`src/rtl/vga_scanout_pkg.sv`:
```
// Shared constants for the 160x120 framebuffer scanout.
// The timing defaults give 640x480@60 from a 50 MHz clock.
package vga_scanout_pkg;

    localparam int CNT_W       = 10;

    localparam int H_VISIBLE_D = 640;
    localparam int H_FRONT_D   = 16;
    localparam int H_SYNC_D    = 96;
    localparam int H_BACK_D    = 48;
    localparam int V_VISIBLE_D = 480;
    localparam int V_FRONT_D   = 10;
    localparam int V_SYNC_D    = 2;
    localparam int V_BACK_D    = 33;

    localparam int H_TOTAL     = 800;
    localparam int V_TOTAL     = 525;
    localparam int HS_START    = 656;
    localparam int HS_END      = 752;
    localparam int VS_START    = 490;
    localparam int VS_END      = 492;

    localparam int FB_WIDTH    = 160;
    localparam int SCALE_SHIFT = 2;
    localparam int FB_ADDR_W   = 15;
    localparam int CLR_W       = 3;
    localparam int DAC_W       = 10;

    localparam int CLR_R       = 2;
    localparam int CLR_G       = 1;
    localparam int CLR_B       = 0;

    typedef struct packed {
        logic vis;
        logic hs;
        logic vs;
    } sync_t;

    // row*160 + col without a multiplier: 160 = 128 + 32
    function automatic logic [FB_ADDR_W-1:0] fb_index(
        input logic [CNT_W-1:0] hc,
        input logic [CNT_W-1:0] vc
    );
        logic [FB_ADDR_W-1:0] r;
        logic [FB_ADDR_W-1:0] c;
        r = FB_ADDR_W'(vc >> SCALE_SHIFT);
        c = FB_ADDR_W'(hc >> SCALE_SHIFT);
        return (r << 7) + (r << 5) + c;
    endfunction

endpackage

```
`src/rtl/vga_timing_gen.sv`:
```
// Pixel-phase divider, line/frame counters and stage-0 decode.
// Counters advance only on the pix_en half of the 25 MHz phase.
module vga_timing_gen
    import vga_scanout_pkg::*;
#(
    parameter int H_VISIBLE = H_VISIBLE_D,
    parameter int H_FRONT   = H_FRONT_D,
    parameter int H_SYNC    = H_SYNC_D,
    parameter int H_BACK    = H_BACK_D,
    parameter int V_VISIBLE = V_VISIBLE_D,
    parameter int V_FRONT   = V_FRONT_D,
    parameter int V_SYNC    = V_SYNC_D,
    parameter int V_BACK    = V_BACK_D
) (
    input  logic             i_clock,
    input  logic             i_resetn,
    output logic             o_phase,
    output logic             o_pix_en,
    output logic [CNT_W-1:0] o_hc,
    output logic [CNT_W-1:0] o_vc,
    output logic             o_visible0,
    output logic             o_hs0,
    output logic             o_vs0
);

    localparam logic [CNT_W-1:0] H_LAST =
        CNT_W'(H_VISIBLE + H_FRONT + H_SYNC + H_BACK - 1);
    localparam logic [CNT_W-1:0] V_LAST =
        CNT_W'(V_VISIBLE + V_FRONT + V_SYNC + V_BACK - 1);
    localparam logic [CNT_W-1:0] H_VIS  = CNT_W'(H_VISIBLE);
    localparam logic [CNT_W-1:0] V_VIS  = CNT_W'(V_VISIBLE);
    localparam logic [CNT_W-1:0] HS_BEG = CNT_W'(H_VISIBLE + H_FRONT);
    localparam logic [CNT_W-1:0] HS_FIN = CNT_W'(H_VISIBLE + H_FRONT + H_SYNC);
    localparam logic [CNT_W-1:0] VS_BEG = CNT_W'(V_VISIBLE + V_FRONT);
    localparam logic [CNT_W-1:0] VS_FIN = CNT_W'(V_VISIBLE + V_FRONT + V_SYNC);

    logic             r_phase;
    logic [CNT_W-1:0] r_hc;
    logic [CNT_W-1:0] r_vc;

    always_ff @(posedge i_clock or negedge i_resetn) begin
        if (!i_resetn) begin
            r_phase <= 1'b0;
            r_hc    <= '0;
            r_vc    <= '0;
        end else begin
            r_phase <= ~r_phase;
            if (r_phase) begin
                if (r_hc == H_LAST) begin
                    r_hc <= '0;
                    r_vc <= (r_vc == V_LAST) ? '0 : r_vc + 1'b1;
                end else begin
                    r_hc <= r_hc + 1'b1;
                end
            end
        end
    end

    assign o_phase    = r_phase;
    assign o_pix_en   = r_phase;
    assign o_hc       = r_hc;
    assign o_vc       = r_vc;
    assign o_visible0 = (r_hc < H_VIS) && (r_vc < V_VIS);
    assign o_hs0      = !((r_hc >= HS_BEG) && (r_hc < HS_FIN));
    assign o_vs0      = !((r_vc >= VS_BEG) && (r_vc < VS_FIN));

endmodule

```
`src/rtl/vga_scanout.sv`:
```
// Framebuffer read side: address stage, colour stage and DAC pins.
// Syncs and blank ride the same two-pixel pipeline as the colour.
module vga_scanout
    import vga_scanout_pkg::*;
#(
    parameter int H_VISIBLE = H_VISIBLE_D,
    parameter int H_FRONT   = H_FRONT_D,
    parameter int H_SYNC    = H_SYNC_D,
    parameter int H_BACK    = H_BACK_D,
    parameter int V_VISIBLE = V_VISIBLE_D,
    parameter int V_FRONT   = V_FRONT_D,
    parameter int V_SYNC    = V_SYNC_D,
    parameter int V_BACK    = V_BACK_D
) (
    input  logic                 clock,
    input  logic                 resetn,
    output logic [FB_ADDR_W-1:0] fb_addr,
    input  logic [CLR_W-1:0]     fb_data,
    output logic                 frame_start,
    output logic                 VGA_CLK,
    output logic                 VGA_HS,
    output logic                 VGA_VS,
    output logic                 VGA_BLANK,
    output logic                 VGA_SYNC,
    output logic [DAC_W-1:0]     VGA_R,
    output logic [DAC_W-1:0]     VGA_G,
    output logic [DAC_W-1:0]     VGA_B
);

    localparam logic [CNT_W-1:0] H_LAST =
        CNT_W'(H_VISIBLE + H_FRONT + H_SYNC + H_BACK - 1);
    localparam logic [CNT_W-1:0] V_VIS_LAST = CNT_W'(V_VISIBLE - 1);

    logic             w_phase;
    logic             w_pix_en;
    logic [CNT_W-1:0] w_hc;
    logic [CNT_W-1:0] w_vc;
    logic             w_visible0;
    logic             w_hs0;
    logic             w_vs0;

    logic [FB_ADDR_W-1:0] r_fb_addr;
    sync_t                r_s1;
    logic                 r_blank;
    logic                 r_hs;
    logic                 r_vs;
    logic [DAC_W-1:0]     r_r;
    logic [DAC_W-1:0]     r_g;
    logic [DAC_W-1:0]     r_b;
    logic                 r_frame_start;

    vga_timing_gen #(
        .H_VISIBLE (H_VISIBLE),
        .H_FRONT   (H_FRONT),
        .H_SYNC    (H_SYNC),
        .H_BACK    (H_BACK),
        .V_VISIBLE (V_VISIBLE),
        .V_FRONT   (V_FRONT),
        .V_SYNC    (V_SYNC),
        .V_BACK    (V_BACK)
    ) u_timing (
        .i_clock    (clock),
        .i_resetn   (resetn),
        .o_phase    (w_phase),
        .o_pix_en   (w_pix_en),
        .o_hc       (w_hc),
        .o_vc       (w_vc),
        .o_visible0 (w_visible0),
        .o_hs0      (w_hs0),
        .o_vs0      (w_vs0)
    );

    always_ff @(posedge clock or negedge resetn) begin
        if (!resetn) begin
            r_fb_addr     <= '0;
            r_s1          <= '{vis: 1'b0, hs: 1'b1, vs: 1'b1};
            r_blank       <= 1'b0;
            r_hs          <= 1'b1;
            r_vs          <= 1'b1;
            r_r           <= '0;
            r_g           <= '0;
            r_b           <= '0;
            r_frame_start <= 1'b0;
        end else begin
            // counters are about to step from the last visible line's end
            r_frame_start <= w_pix_en && (w_hc == H_LAST)
                             && (w_vc == V_VIS_LAST);
            if (w_pix_en) begin
                r_fb_addr <= w_visible0 ? fb_index(w_hc, w_vc) : '0;
                r_s1      <= '{vis: w_visible0, hs: w_hs0, vs: w_vs0};
                r_blank   <= r_s1.vis;
                r_hs      <= r_s1.hs;
                r_vs      <= r_s1.vs;
                r_r       <= r_s1.vis ? {DAC_W{fb_data[CLR_R]}} : '0;
                r_g       <= r_s1.vis ? {DAC_W{fb_data[CLR_G]}} : '0;
                r_b       <= r_s1.vis ? {DAC_W{fb_data[CLR_B]}} : '0;
            end
        end
    end

    assign fb_addr     = r_fb_addr;
    assign frame_start = r_frame_start;
    assign VGA_CLK     = w_phase;
    assign VGA_HS      = r_hs;
    assign VGA_VS      = r_vs;
    assign VGA_BLANK   = r_blank;
    assign VGA_SYNC    = 1'b0;
    assign VGA_R       = r_r;
    assign VGA_G       = r_g;
    assign VGA_B       = r_b;

endmodule

```
`config.mk`:
```
export PLATFORM = sky130hd
export DESIGN_NAME = vga_scanout
export DESIGN_NICKNAME = d
export VERILOG_FILES = /design/src/rtl/vga_scanout_pkg.sv /design/src/rtl/vga_timing_gen.sv /design/src/rtl/vga_scanout.sv
export SDC_FILE = /design/constraint.sdc
export NUM_CORES = 1
export LEC_CHECK = 0
export CAP_MARGIN = 0
export CORE_MARGIN = 8
export CORE_UTILIZATION = 45
export DETAILED_ROUTE_END_ITERATION = 6
export GPL_TIMING_DRIVEN = 0
export HOLD_SLACK_MARGIN = 0.15
export PLACE_DENSITY = 0.82
export SYNTH_ARGS = -nofsm -noshare
export SYNTH_HDL_FRONTEND = slang
export SYNTH_HIERARCHICAL = 1
export SYNTH_SLANG_ARGS = --single-unit
export TNS_END_PERCENT = 30
```
`constraint.sdc`:
```
create_clock -name clock -period 3.4 [get_ports clock]
set_clock_uncertainty 0.15 [all_clocks]
set_input_delay 0.51 -clock clock [delete_from_list [all_inputs] [get_ports clock]]
set_output_delay 0.51 -clock clock [all_outputs]
set_load 0.005 [all_outputs]
```
# Word level (Yosys, flattened, before mapping)
# Index checks and enable logic that the tools add are counted.
[classes] add_sub_neg=4 n_lt_le_gt_ge=6 n_eq_ne=3 n_mux=6 bitwise=1 n_reduce_logical=8
[op_table] operator="two-way mux 10 bit" n=5
[op_table] operator="adder 10 x 1 -> 10 bit (second input constant)" n=2
[op_table] operator="== test 10 bit (second input constant)" n=2
[op_table] operator="less-than comparator 10 bit (second input constant)" n=2
[op_table] operator="less-than comparator 10 x 9 -> 1 bit (second input constant)" n=2
[op_table] operator="adder 15 x 13 -> 15 bit" n=1
[op_table] operator="adder 15 x 8 -> 15 bit" n=1
[op_table] operator="two-way mux 15 bit" n=1
[op_table] operator="== test 10 x 9 -> 1 bit (second input constant)" n=1
[op_table] operator="greater-or-equal comparator 10 bit (second input constant)" n=1
[op_table] operator="greater-or-equal comparator 10 x 9 -> 1 bit (second input constant)" n=1
[op_table] operator="logical AND 1 bit" n=5
[op_table] operator="logical NOT 1 bit" n=2
[op_table] operator="AND reduction 2 bit" n=1
[op_table] operator="NOT 1 bit" n=1
[word_totals] reg_bits=73 input_bits=5 out_inout_bits=51 wordCells=42

# Depth between registers and ports, before layout
[depth] ltp_word=3 ltp_mapped=8 ltp_nobuf=8

# Hierarchy
# Netlist, hierarchy kept.
[modules_own_cells] mod="vga_scanout" n_inst=1 cells_each=183 area_each_um2=1742.9 seq_area_each_um2=630.6
[modules_own_cells] mod="vga_timing_gen" n_inst=1 cells_each=116 area_each_um2=1107.3 seq_area_each_um2=525.5

# Worst setup path before layout
# OpenSTA, ideal clock, no wires.
[synth_timing] kind="reg-to-reg" from="register u_timing.r_hc[9], in the netlist u_timing/o_hc[9]" to="register r_fb_addr[13], in the netlist fb_addr[13]" setup_time_ns=0.096 arrival_time_ns=2.487 required_time_ns=3.154 setup_slack_ns=0.667 stages_incl_launch_ff=9 path_buffers=0 period_less_slack_ns=2.733 path_cell_list="dfrtp_1 inv_1 fa_1 inv_1 ha_1 a211o_1 a2111o_1 and4_4 o32ai_2"
[synth_via] elab_chain_cells=3 elab_cells_between_ends=4 cone_classes="1 x add/sub; 1 x order compare; 1 x mux; 1 x reduce/logical"
[synth_rtl] item="start: declaration" line_no="vga_timing_gen.sv:38" text="logic [CNT_W-1:0] r_hc;"
[synth_rtl] item="start signal: assignment" line_no="vga_timing_gen.sv:53" text="r_hc <= r_hc + 1'b1;"
[synth_rtl] item="parallel branches: the longest is 2 deep, another holds adder 15 x 8 -> 15 bit"
[synth_rtl] item="two-way mux 15 bit *" line_no="vga_scanout.sv:89" text="r_fb_addr <= w_visible0 ? fb_index(w_hc, w_vc) : '0;"
[synth_rtl] item="end signal: assignment" line_no="vga_scanout.sv:89"
[synth_rtl] item="end: declaration" line_no="vga_scanout.sv:42" text="logic [FB_ADDR_W-1:0] r_fb_addr;"
# Every way passes the cells marked *.
# A chain may end at the register's enable or synchronous reset.

# Worst setup path in the final report
[layout_timing] from="register u_timing.r_vc[4], in the netlist u_timing/o_vc[4]" to="register r_fb_addr[13], in the netlist fb_addr[13]"
[layout_via] elab_chain_cells=3 elab_cells_between_ends=5 cone_classes="2 x add/sub; 1 x order compare; 1 x mux; 1 x reduce/logical"
[layout_rtl] item="start: declaration" line_no="vga_timing_gen.sv:39" text="logic [CNT_W-1:0] r_vc;"
[layout_rtl] item="start signal: assignment" line_no="vga_timing_gen.sv:51" text="r_vc <= (r_vc == V_LAST) ? '0 : r_vc + 1'b1;"
[layout_rtl] item="adder 15 x 13 -> 15 bit or less-than comparator 10 x 9 -> 1 bit (tied branches)" line_no="vga_scanout_pkg.sv:48, vga_timing_gen.sv:63"
[layout_rtl] item="adder 15 x 8 -> 15 bit or logical AND 1 bit (tied branches)" line_no="vga_scanout_pkg.sv:48, vga_timing_gen.sv:63"
[layout_rtl] item="two-way mux 15 bit *" line_no="vga_scanout.sv:89"
# Every way passes the cells marked *; elsewhere a longest branch is shown, timed or not.

==> results.toml <==
[cts]
cts.htree.levels = 2
clockBufferDepth = 2
cts_sinks = 46
cts_tree = "built"
root_buffer = "clkbuf_8"
clock_latency_ps = 300
clkTransAtPathRegs_ps = 80
cts_buffers = 5

[route]
drt_iter0_markers = 106
wire_per_inst_um = 14.8
routed_via_density = 5.35
routed_wl_um = 6510
drt_drc_violations_left = 0
maxUsedRoutingLayer = "met4"
vias = 2355
wl_met1_um = 2600
first_pass_iters = 4
route.met3.wl_um = 547
wl_met2_um = 3220
ant_nets = 0

[synth]
ys_ff_latch = 46
ys_seq_area_frac = 0.406
synth_area_leaders = "dfrtp_1, ha_1, buf_4"
netlist_area_sq_mm = 0.00285
synth_edf_count = 0
synth.most_common_cell = "dfrtp_1"
syn_avg_cell_area_sq_um = 9.53
synth.net_count = 325
yosys-top-cells-count = "dfrtp_1, buf_4, inv_1"
ys_types = 54
synth_simple_gate_area_frac = 0.194
synth-xor-area-share = 0.0399
async_flop_share = 1.00
synth_compound_area_frac = 0.112
synth_top_area_cell = "dfrtp_1"
synthCells = 299
netlist.area_leader.share = 0.369
yosysWarnings = 6
synth_top_family_by_area = "simple AND/OR/NAND/NOR gates"
synth-adder-area-share = 0.0975
ys.flop_type = "dfrtp_1"
synthMuxAreaShare = 0.0198

[worst_setup_path]
crit_cells = 8
path_class = "reg -> reg"
worstSetupStartpoint = "u_timing/o_vc[4]"
r2r_cells = 8
slowest_delay_ps = 580
end_kind = "register"
worst_setup_path_start_kind = "register"
cp_cell_sequence = "inv_1, fa_1, inv_1, ha_1, a211o_1, a2111o_1, and4_4, o32ai_2"
crit_path_max_fanout = 8
rr_endpoint = "fb_addr[13]"
r2r_slack_ps = 410
path_common_cell = "inv_1"
path_delay_family = "compound AO/OA/AOI/OAI gates"
crit_slowest_cell = "fa_1"
crit_required_ps = 3460
crit_buf_inv = 2
worstPathArrival_ps = 3060
rr_startpoint = "u_timing/o_vc[4]"

[power]
p_leak_nw = 1.69
powerDensity_mw_per_mm2 = 280
vdd_drop_max_mv = 0.169

[placement]
hpwl_um = 5130
dpl_cell_area_sq_mm = 0.00350
portBuffers = 54
place_congestion = 0.848

[timing]
hold_viol = 0
slew_viol_final = 0
finalSetupTns_ps = 0
rsz0062_at_grt = "false"
fin_crit_sh = 0.880
max_freq_ghz = 0.334
period_minus_slack_ps = 2990
worst_slew_pin_slew_ps = 627
timing.slew.headroom = 0.579
setup_viol = 0

[hold_path]
hold_depth = 2
holdPathEnd = "fb_addr[11]"
min_path_type = "reg -> reg"
min-delay-start = "fb_addr[11]"

[floorplan]
die_h_um = 95.6
dieArea_sq_mm = 0.00914
initial_utilization = 0.457
num_io_pins = 56
row_count = 29
coreArea_sq_mm = 0.00624
die_w_um = 95.6

[global_routing]
grt_use_total = 0.150
grt_pass1_vias = 2288
grt_pass1_wl_um = 10800
antenna_found_initial = 0
grt_overflow_total = 0
grt_max_degree = 29

[layout]
fin_area_sq_mm = 0.00362
drive_gt1_frac = 0.168
antenna_cells = 0
nets = 388
syn_to_final_growth_pct = 26.9

[run_status]
outcome = "completed"

[run]
drv_cap = 0
area by class of cell:
type / instances / area (sq um)
tap: 77 / 96.3
multi-input combinational: 186 / 1330
clock buffer: 7 / 96.3
clock inverter: 1 / 8.76
inverter: 29 / 109
sequential: 46 / 1160
timing repair buffer: 56 / 566
fill: 547 / 2620
buffer: 38 / 260
power by group:
group	switching, W	total, W	internal, W
registers	0.00000491	0.000553	0.000549
logic	0.0000265	0.0000832	0.0000566
clock network	0.000188	0.000374	0.000186
per-layer routing:
metal / vias up / track usage
met3: 15 / 0.0433
met4: 0 / 0.0563
met5: - / 0
met2: 88 / 0.256
met1: 1111 / 0.174
li1: 1141 / -
how the worst max path moves through the flow:
stage / endpoint / slack [ps]
2_1_floorplan: fb_addr[13] / 670
3_3_place_gp: u_timing/o_hc[1] / 450
3_5_place_dp: fb_addr[13] / 450
4_1_cts: fb_addr[13] / 420
5_1_grt: fb_addr[13] / 290
6_report: fb_addr[13] / 410
logic make-up (layout without fill, tap and decap cells):
| kind of cell | after synthesis | count (layout) |
|---|---|---|
| compound gates | 48 | 48 |
| xor+xnor | 13 | 13 |
| fa+ha+maj | 21 | 21 |
| buf+inv | 67 | 131 |
| flops | 46 | 46 |
| mux | 5 | 5 |
| other cells | 1 | 1 |
| simple gates | 98 | 98 |
cells in the final DEF (no fill, tap or decap), types with 8 or more instances in the layout:
cell type        count
inv_1               29
nand3_1             22
nand2_1             16
xnor2_1             10
buf_4               31
o21ai_0             20
dfrtp_1             42
nor2_1               8
ha_1                19
clkdlybuf4s50_1     53
what timing repair did:
| action | 4_1_cts | 5_1_grt |
|---|---|---|
| endpoints found under the hold margin | 16 | 0 |
| setup buffers | 0 | 0 |
| hold buffers | 1 | 0 |
| resized for setup | 0 | 0 |
sequential cells by signal (all words and copies together) (netlist names):
| signal | flops |
|---|---|
| VGA_G | 1 |
| VGA_BLANK | 1 |
| VGA_HS | 1 |
| fb_addr | 15 |
| VGA_VS | 1 |
| u_timing/o_hc | 10 |
| u_timing/o_phase | 1 |
| VGA_B | 1 |
| VGA_R | 1 |
| u_timing/o_vc | 10 |
| frame_start | 1 |
| r_s1 | 3 |
worst register-to-register path: stages (launching register included):
cell and delay [ps]:
dfrtp_1 520, inv_1 100, fa_1 580, inv_1 80
ha_1 310, a211o_1 340, a2111o_1 410, and4_4 180
o32ai_2 220
through the flow:
stage	hold WS, ps	instances	utilization	worst slack, ps	power, W
floorplan	64.4	299	-	667	0.000592
global placement	331	430	0.559	449	0.000644
detailed placement	336	431	0.561	451	0.000649
CTS	360	440	0.580	422	0.00102
global route	398	440	0.580	286	0.00105
finish	354	440	0.580	407	0.00101
(Power assumes the default switching activity.)
